File: src/rtl/cordic_pkg.sv
// Shared definitions for the CORDIC sweep sequencer slice.
//  - Default widths/depths for the sequencer and its result FIFO.
//  - CORDIC_LATENCY: fixed pipeline depth of the sin/cos core.
//  - seq_state_t: sequencer FSM encoding.
package cordic_pkg;
  localparam int ANGLE_W_DEF    = 32;
  localparam int DATA_W_DEF     = 32;
  localparam int CORDIC_LATENCY = 18;
  localparam int FIFO_DEPTH_DEF = 32;
  localparam int CNT_W_DEF      = 16;

  typedef enum logic [1:0] {
    IDLE  = 2'd0,
    RUN   = 2'd1,
    DRAIN = 2'd2
  } seq_state_t;

  // Width able to hold 0..depth inclusive.
  function automatic int occ_w(input int depth);
    return $clog2(depth) + 1;
  endfunction
endpackage

File: src/rtl/cordic_result_fifo.sv
// Synchronous first-word-fall-through FIFO for returning CORDIC samples.
// Ports:
//  clk, rst    clock / synchronous active-high reset
//  push, wdata write side (ignored when full and not popping)
//  pop         read side, effective only while valid
//  rdata       head entry, zero while empty
//  valid       FIFO non-empty
//  count       current occupancy 0..DEPTH
module cordic_result_fifo import cordic_pkg::*; #(
  parameter int W     = 64,
  parameter int DEPTH = FIFO_DEPTH_DEF
) (
  input  logic                    clk,
  input  logic                    rst,
  input  logic                    push,
  input  logic [W-1:0]            wdata,
  input  logic                    pop,
  output logic [W-1:0]            rdata,
  output logic                    valid,
  output logic [occ_w(DEPTH)-1:0] count
);
  localparam int AW = $clog2(DEPTH);
  localparam int OW = occ_w(DEPTH);

  logic [W-1:0]  mem [DEPTH];
  logic [AW-1:0] wr_q, wr_d, rd_q, rd_d;
  logic [OW-1:0] cnt_q, cnt_d;
  logic          empty, full, do_push, do_pop;

  assign empty   = (cnt_q == '0);
  assign full    = (cnt_q == OW'(DEPTH));
  assign do_pop  = pop & ~empty;
  // When full, a same-cycle pop frees the slot the push lands in.
  assign do_push = push & (~full | do_pop);

  always_comb begin
    wr_d  = wr_q;
    rd_d  = rd_q;
    cnt_d = cnt_q;
    if (do_push) wr_d = wr_q + AW'(1);
    if (do_pop)  rd_d = rd_q + AW'(1);
    if (do_push && !do_pop) cnt_d = cnt_q + OW'(1);
    if (!do_push && do_pop) cnt_d = cnt_q - OW'(1);
  end

  always_ff @(posedge clk) begin
    if (rst) begin
      wr_q  <= '0;
      rd_q  <= '0;
      cnt_q <= '0;
    end else begin
      wr_q  <= wr_d;
      rd_q  <= rd_d;
      cnt_q <= cnt_d;
    end
  end

  // Storage needs no reset: the head is masked to zero while empty.
  always_ff @(posedge clk) begin
    if (do_push) mem[wr_q] <= wdata;
  end

  assign rdata = empty ? '0 : mem[rd_q];
  assign valid = ~empty;
  assign count = cnt_q;
endmodule

File: src/rtl/cordic_sweep_sequencer.sv
// Angle-sweep sequencer wrapped around a fixed-latency CORDIC sin/cos core.
// Issues start + i*step (mod 2^ANGLE_W) one per cycle, tracks each sample through
// the core with a 1-bit valid delay line, and queues returning cos/sin in a
// FWFT result FIFO presented as a valid/ready stream. Issue is credit-limited so
// in-flight + queued samples never exceed FIFO_DEPTH.
// Ports:
//  clk, rst                         clock / synchronous active-high reset
//  start, abort                     sweep control pulses
//  cfg_start, cfg_step, cfg_count   sweep configuration, latched on accepted start
//  angle_out                        registered angle to the core
//  cos_in, sin_in                   core results
//  out_valid/out_ready/out_cos/out_sin  result stream
//  out_index                        zero-based sweep index of head (CORDIC_SEQ_TAG_EN only)
//  busy, done                       status: RUN|DRAIN, one-cycle pulse on return to IDLE
// Build option: define CORDIC_SEQ_TAG_EN to add out_index and store it in the FIFO.
module cordic_sweep_sequencer import cordic_pkg::*; #(
  parameter int ANGLE_W        = ANGLE_W_DEF,
  parameter int DATA_W         = DATA_W_DEF,
  parameter int CORDIC_LATENCY = cordic_pkg::CORDIC_LATENCY,
  parameter int FIFO_DEPTH     = FIFO_DEPTH_DEF,
  parameter int CNT_W          = CNT_W_DEF
) (
  input  logic               clk,
  input  logic               rst,
  input  logic               start,
  input  logic               abort,
  input  logic [ANGLE_W-1:0] cfg_start,
  input  logic [ANGLE_W-1:0] cfg_step,
  input  logic [CNT_W-1:0]   cfg_count,
  output logic [ANGLE_W-1:0] angle_out,
  input  logic [DATA_W-1:0]  cos_in,
  input  logic [DATA_W-1:0]  sin_in,
  output logic               out_valid,
  input  logic               out_ready,
  output logic [DATA_W-1:0]  out_cos,
  output logic [DATA_W-1:0]  out_sin,
`ifdef CORDIC_SEQ_TAG_EN
  output logic [CNT_W-1:0]   out_index,
`endif
  output logic               busy,
  output logic               done
);
  localparam int CW = occ_w(FIFO_DEPTH);
  localparam int L  = CORDIC_LATENCY;
`ifdef CORDIC_SEQ_TAG_EN
  localparam int FW = CNT_W + 2*DATA_W;
`else
  localparam int FW = 2*DATA_W;
`endif

  seq_state_t         state_q, state_d;
  logic [ANGLE_W-1:0] phase_q, phase_d;
  logic [ANGLE_W-1:0] step_q, step_d;
  logic [ANGLE_W-1:0] angle_q, angle_d;
  logic [CNT_W-1:0]   remain_q, remain_d;
  logic [CW-1:0]      in_flight_q, in_flight_d;
  logic               done_q, done_d;
  // vld_pipe[0] accompanies angle_out; vld_pipe[L] lines up with the core result.
  logic [L:0]         vld_pipe;
  logic               issue, tap, credit_ok, accept_start;
  logic [CW:0]        credit_used;
  logic [CW-1:0]      fifo_cnt;
  logic [FW-1:0]      fifo_wdata, fifo_rdata;

  assign tap          = vld_pipe[L];
  assign accept_start = (state_q == IDLE) & start;
  assign credit_used  = {1'b0, in_flight_q} + {1'b0, fifo_cnt};
  assign credit_ok    = credit_used < (CW+1)'(FIFO_DEPTH);

  always_comb begin
    state_d  = state_q;
    phase_d  = phase_q;
    step_d   = step_q;
    angle_d  = angle_q;
    remain_d = remain_q;
    done_d   = 1'b0;
    issue    = 1'b0;
    case (state_q)
      IDLE: begin
        if (start) begin
          phase_d  = cfg_start;
          step_d   = cfg_step;
          remain_d = cfg_count;
          state_d  = (cfg_count != '0) ? RUN : DRAIN;
        end
      end
      RUN: begin
        // abort takes priority over a same-cycle issue
        if (abort) begin
          state_d = DRAIN;
        end else if (credit_ok) begin
          issue    = 1'b1;
          angle_d  = phase_q;
          phase_d  = phase_q + step_q;
          remain_d = remain_q - CNT_W'(1);
          if (remain_q == CNT_W'(1)) state_d = DRAIN;
        end
      end
      DRAIN: begin
        if (in_flight_q == '0 && fifo_cnt == '0) begin
          state_d = IDLE;
          done_d  = 1'b1;
        end
      end
      default: state_d = IDLE;
    endcase
  end

  always_comb begin
    in_flight_d = in_flight_q;
    if (issue && !tap) in_flight_d = in_flight_q + CW'(1);
    if (!issue && tap) in_flight_d = in_flight_q - CW'(1);
  end

  always_ff @(posedge clk) begin
    if (rst) begin
      state_q     <= IDLE;
      phase_q     <= '0;
      step_q      <= '0;
      angle_q     <= '0;
      remain_q    <= '0;
      in_flight_q <= '0;
      done_q      <= 1'b0;
      vld_pipe    <= '0;
    end else begin
      state_q     <= state_d;
      phase_q     <= phase_d;
      step_q      <= step_d;
      angle_q     <= angle_d;
      remain_q    <= remain_d;
      in_flight_q <= in_flight_d;
      done_q      <= done_d;
      vld_pipe    <= {vld_pipe[L-1:0], issue};
    end
  end

`ifdef CORDIC_SEQ_TAG_EN
  // Results return in issue order, so the push count since start is the index.
  logic [CNT_W-1:0] push_idx_q, push_idx_d;

  always_comb begin
    push_idx_d = push_idx_q;
    if (accept_start) push_idx_d = '0;
    else if (tap)     push_idx_d = push_idx_q + CNT_W'(1);
  end

  always_ff @(posedge clk) begin
    if (rst) push_idx_q <= '0;
    else     push_idx_q <= push_idx_d;
  end

  assign fifo_wdata = {push_idx_q, cos_in, sin_in};
  assign {out_index, out_cos, out_sin} = fifo_rdata;
`else
  logic unused_accept;
  assign unused_accept = accept_start;
  assign fifo_wdata = {cos_in, sin_in};
  assign {out_cos, out_sin} = fifo_rdata;
`endif

  cordic_result_fifo #(
    .W     (FW),
    .DEPTH (FIFO_DEPTH)
  ) u_fifo (
    .clk   (clk),
    .rst   (rst),
    .push  (tap),
    .wdata (fifo_wdata),
    .pop   (out_ready),
    .rdata (fifo_rdata),
    .valid (out_valid),
    .count (fifo_cnt)
  );

  assign angle_out = angle_q;
  assign busy      = (state_q != IDLE);
  assign done      = done_q;
endmodule
File: config.mk
export PLATFORM = sky130hd
export DESIGN_NAME = cordic_sweep_sequencer
export DESIGN_NICKNAME = d
export VERILOG_FILES = /design/src/rtl/cordic_pkg.sv /design/src/rtl/cordic_result_fifo.sv /design/src/rtl/cordic_sweep_sequencer.sv
export SDC_FILE = /design/constraint.sdc
export NUM_CORES = 2
export LEC_CHECK = 0
export BUFFER_PORTS_ARGS = -buffer_cell sky130_fd_sc_hd__buf_2
export CORE_AREA = 2 2 456 549
export DETAILED_ROUTE_END_ITERATION = 10
export DIE_AREA = 0 0 458 551
export PLACE_DENSITY = 0.58
export SLEW_MARGIN = 40
export SYNTH_ARGS = -nofsm -noshare
export SYNTH_HDL_FRONTEND = slang
export SYNTH_SLANG_ARGS = --single-unit
File: constraint.sdc
create_clock -name clk -period 5.64 [get_ports clk]
set_clock_uncertainty 0.05 [all_clocks]
set_input_delay 0.282 -clock clk [delete_from_list [all_inputs] [get_ports clk]]
set_output_delay 0.282 -clock clk [all_outputs]
set_load 0.1 [all_outputs]
======== Word-level counts from Yosys, hierarchy flattened ========
Memory sizes are Yosys's and may differ from the RTL's. A register that Yosys moved wholly into a read port is not among the register bits.
Index checks and enable logic that the tools add are counted.
operators by class
  add/sub/neg operators ................... 9
  equal/unequal tests ..................... 10
  bitwise gates (word level) .............. 7
  muxes and demuxes ....................... 28
  reduce and logical (&&, ||, !) cells .... 22
  $lt $le $gt $ge ......................... 1
operators by type and width
  kind                     number
  $mux W32                 3
  $mux W64                 1
  $pmux W32 S2             1
  $mux W16                 3
  $add A32 B32 Y32         1
  $pmux W16 S2             1
  $mux W6                  4
  $eq A16 B1 Y1 const B    1
  $reduce_bool A16 Y1      1
  $sub A16 B1 Y16 const B  1
  $add A6 B1 Y6 const B    2
  $logic_not A6 Y1         2
  $mux W2                  6
  $sub A6 B1 Y6 const B    2
  $add A5 B1 Y5 const B    2
  $mux W5                  2
  $ne A2 B2 Y1 const B     4
  $reduce_and A4 Y1        2
  $reduce_bool A2 Y1       4
  $add A6 B6 Y7            1
  $lt A7 B6 Y1 const B     1
  $eq A6 B6 Y1 const B     1
  $mux W1                  6
  $ne A3 B3 Y1 const B     2
  other kinds (12)         23
word-level totals
  input port bits ......................... 149
  RAM bits ................................ 2048
  memories ................................ 1
  word-level logic and storage cells ...... 89
  output and inout port bits .............. 99
  register bits after elaboration ......... 156
memories
  memory      words  bits a word  read ports  clocked after memory_dff  wr ports  line                      RTL
  u_fifo.mem  32     64           1           1                         1         cordic_result_fifo.sv:25  logic [W-1:0] mem [DEPTH];

======== Depth between registers and ports, before layout ========
  word-level depth ........................ 8
  mapped depth ............................ 17
  depth with buffers taken out ............ 16

======== Cells and area by module ========
Synthesis repeated with hierarchy kept, for this count alone.
second synthesis, totals
  cell total of the unflattened synthesis .. 4381
  area total of the unflattened synthesis .. 85916.2 µm²
modules (own cells, without submodules)
  module                  cells each  sequential area each (µm²)  area each (µm²)  times used
  cordic_result_fifo      3423        61919.4                     78482.8          1
  cordic_sweep_sequencer  958         2802.7                      7433.4           1

======== Worst setup path after synthesis ========
Ideal clock, no wire load.
  path kind ............................... register to register
  start point ............................. register u_fifo.cnt_q[0] (netlist: u_fifo.count[0])
  end point ............................... memory u_fifo.mem[23][0], enable pin
  setup time .............................. 487 ps
  required time ........................... 5103 ps
  cell stages (with the launch flop) ...... 7
  data arrival time ....................... 3895 ps
  clock period less this slack ............ 4431 ps
  path buffers ............................ 1
  setup slack ............................. 1209 ps
  cell sequence ........................... dfxtp_1 -> nor3_1 -> nand2_1 -> o31a_1 -> clkbuf_1 -> nand2_1 -> nor2_1
on the way
  cells in the longest elaborated chain, start to end .. 7
  elaborated cells on any way between the ends .. 9
  those cells by class .................... 1 x eq/ne; 2 x mux; 5 x bitwise; 1 x reduce/logical
RTL lines
  what                               line                      RTL
  from (decl)                        cordic_result_fifo.sv:27  logic [OW-1:0] cnt_q, cnt_d;
  from (signal assigned)             cordic_result_fifo.sv:54  cnt_q <= cnt_d;
  $logic_not A6 Y1                   cordic_result_fifo.sv:30  assign empty = (cnt_q == '0);
  $not A1 Y1                         cordic_result_fifo.sv:32  assign do_pop = pop & ~empty;
  $and A1 B1 Y1                      cordic_result_fifo.sv:32
  $or A1 B1 Y1 (*)                   cordic_result_fifo.sv:34  assign do_push = push & (~full | do_pop);
  $and A1 B1 Y1 (*)                  cordic_result_fifo.sv:34
  $mux W1 (*)                        cordic_result_fifo.sv:60  if (do_push) mem[wr_q] <= wdata;
  $mux W1 (not written as such) (*)  cordic_result_fifo.sv:60
  to (decl)                          cordic_result_fifo.sv:25
Every way passes the cells marked *; elsewhere a longest branch is shown, timed or not.

==> metrics <==
Post-Syn Nets=~4.4k; Ys Warns=0; Syn Std Cell Area=86100 um^2; worst endpoint required time=5.31 ns; share of cells above drive strength 1=between 20% and 30%; Placement Rows=200; Worst-path clk slew=~0.060 ns; I/O pins=248; total grt overflow=0; path category of the worst min-delay check=in -> reg; final wirelength=219 mm; setup tns final=0 ns; main flop type after synthesis=edfxtp_1; placed cells=roughly 7.6k; hpwl dp=116 mm; FF+latch count, synth=roughly 2.2k; Placer Congestion=0.774; sequential area share after synthesis=75.2%; Layout Nets=4947; top cell type's share of synthesized area=71.5%; Slowest cell on crit path=mux4_2; port bufs=~250; Initial DRC Count=4158; Pwr per Cell Area=approximately 420 nW/um^2; reg2reg path depth=16; worst hold stages=4; vias in the first global route=between 40k and 50k; post-DR wirelength/cell=26.8 um; CTS tree=yes; count of final setup violators=0; Total Routing Usage GR=17.0%; final hold viol count=0; Crit path largest cell delay=0.55 ns; total CTS buffers=222; Setup Crit Path Kind=reg -> out; RSZ-0062 raised after global routing=no; Mean Syn Cell Area=20.5 um^2; Clock Tree Root=clkbuf_16; worst-case clock buffer depth=4; Max VDD drop=0.645 mV; worst hold endpoint=step_q[5]$_SDFFE_PP0P_; Area contributors post-synth=edfxtp_1, mux4_2, dfxtp_1; core area=247000 um^2; synth cell count leaders=edfxtp_1, mux4_2, nand2_1, nor2_1, a21oi_1; clock sinks=approximately 2.2k; die area=around 250000 um^2; Die Span Y=551 um; critical path launch point type=flip-flop; Post-Synthesis Cells=4193; worst skew pair latency=between 0.8 and 0.9 ns; H-tree depth=4; reg-to-reg slack, setup=1.61 ns; FF-to-FF End=in_flight_q[5]$_SDFFE_PP0P_; Initial Utilization=34.9%; most common cell in the netlist=edfxtp_1; wire length of the first global-routing pass=313 mm; Leak Pwr=31.3 nW; status=finished clean; largest net degree at the start of global routing=71; die extent in x=458 um; DRC viols=0; Worst Path Max Fanout=25; library cells used by synthesis=65; vias post-DR=43.5k; Crit path arrival time=roughly 4.2 ns; DR vias/cell=5.33; fin crit period=4.57 ns; period utilization=between 80% and 90%; setup bufs post-CTS=0; Yosys top cell by area=edfxtp_1; Levels on crit path=8; Slew @ Worst Pin=0.911 ns; Pins Over Slew Limit=0; critical path cell sequence=buf_12 > buf_4 > buf_4 > mux4_2 > mux4_2 > mux2i_1 > nor2_1 > buf_2; number of synthesized flops with an enable pin=2048; Initial DRT Pass Iterations=6; ys async rst share=0%; R2R Path Start=u_fifo.count[1]$_SDFFE_PP0P_; Crit. End Element=primary output; initial antenna violation count=17; max_slew headroom=around two fifths; CP top delay family=buffers and inverters; filler cell count=21.7k; Final ANT Viol Nets=0; Worst Path Buf+Inv=4; max cap viols=0; P&R area growth vs syn=17.2%; Final Non-Filler Cells=8152; Hold Startpoint=cfg_step[5]; Max Clock Freq=219 MHz
-- worst register-to-register path, cell delays in order, from the launching register on --
cell and delay, ns:
dfxtp_1 0.40, ha_1 0.26, a31o_2 0.24, a21o_1 0.18, a21oi_1 0.19, o211a_1 0.16
buf_4 0.40, clkinv_1 0.19, ha_1 0.32, ha_1 0.31, a21o_1 0.18, a21oi_1 0.23
o21bai_1 0.09, a21oi_1 0.18, xnor2_1 0.09, or3_1 0.31, a21oi_1 0.13
-- where the power goes --
group / switching, mW / internal, mW / leakage [nW] / total (mW)
combinational: 6.93 / 2.81 / 8.28 / 9.74
sequential: 0.168 / 18.0 / 19.7 / 18.2
clock: 6.14 / 7.89 / 3.35 / 14.0
-- flip-flops by register name, summed over array words and instances (netlist names), 6 cells and up, named ones only --
register / count
vld_pipe: 19
in_flight_q: 6
remain_q: 16
u_fifo.mem: 2048
angle_out: 32
u_fifo.count: 6
step_q: 32
phase_q: 32
-- area by class of cell --
type	count	area (um^2)	share of cell area (%)
well taps	3232	4040	4.01
inverters	30	120	0.119
multi-input cells	1722	20600	20.4
clock inverters	130	1000	0.991
clock buffers	267	5810	5.75
repair buffers	558	4590	4.54
flip-flops and latches	2209	64700	64.2
diodes	4	10.0	0.00992
-- layer usage --
metal	global-route usage [%]	vias up	wire [um]
met2	29.0	1470	109000
met5	0	-	34
met1	22.5	23300	90300
li1	-	18400	-
met4	4.43	6	5400
met3	3.06	340	13700
-- cells in the final DEF, fill, tap and decap left out, drive strengths merged, types with 7 or more instances in the layout --
cell         count
a21o            20
mux4           602
bufinv          13
nand4            9
ha              52
dlygate4sd3    171
a21oi          174
o21a             7
a211oi          93
a31oi            9
dfxtp          161
xor2            14
edfxtp        2048
clkbuf         267
nor2b           60
xnor2           22
inv             33
buf            387
nor3            27
mux2i           79
nor2           186
o21ai           39
clkinv         108
a311oi           8
nand3           11
nand2          206
nor4            10
and3             8
-- worst max path at each step --
stage                                       startpoint                           to  slack [ns]
after CTS                                    flip-flop                  out_sin[19]        0.74
after global placement    u_fifo.count[1]$_SDFFE_PP0P_  in_flight_q[5]$_SDFFE_PP0P_        1.61
after detailed placement  u_fifo.count[1]$_SDFFE_PP0P_  in_flight_q[5]$_SDFFE_PP0P_        1.65
after floorplan           u_fifo.count[0]$_SDFFE_PP0P_  u_fifo.mem[23][0]$_DFFE_PP_        1.21
final                                        flip-flop                   out_sin[9]        1.07
after global routing                         flip-flop                  out_sin[19]        0.76
-- stage by stage --
stage	area (um^2)	total power [mW]	setup WS (ns)	utilization [%]	hold WS, ns
after floorplan	86100	25.8	1.21	-	0.331
after global routing	101000	43.5	0.761	40.9	0.171
after global placement	92100	28.2	1.61	37.3	0.376
after CTS	101000	42.4	0.743	40.9	0.121
final	101000	42.0	1.07	40.9	0.208
after detailed placement	92300	28.3	1.65	37.4	0.379
-- kinds of logic after synthesis --
kind of cell / share of synthesized area, %
AO/OA/AOI/OAI: 2.87
multiplexers: 16.7
AND/OR/NAND/NOR: 2.90
adder cells (fa/ha/maj): 0.826
buffers and inverters: 1.18
flip-flops: 75.2
XOR/XNOR: 0.366
-- what timing repair did --
action	in CTS	in global routing
resized for setup	0	0
hold buffers	171	0
endpoints found under the hold margin	2167	0
Note: power is estimated with default switching activity, not from simulation.
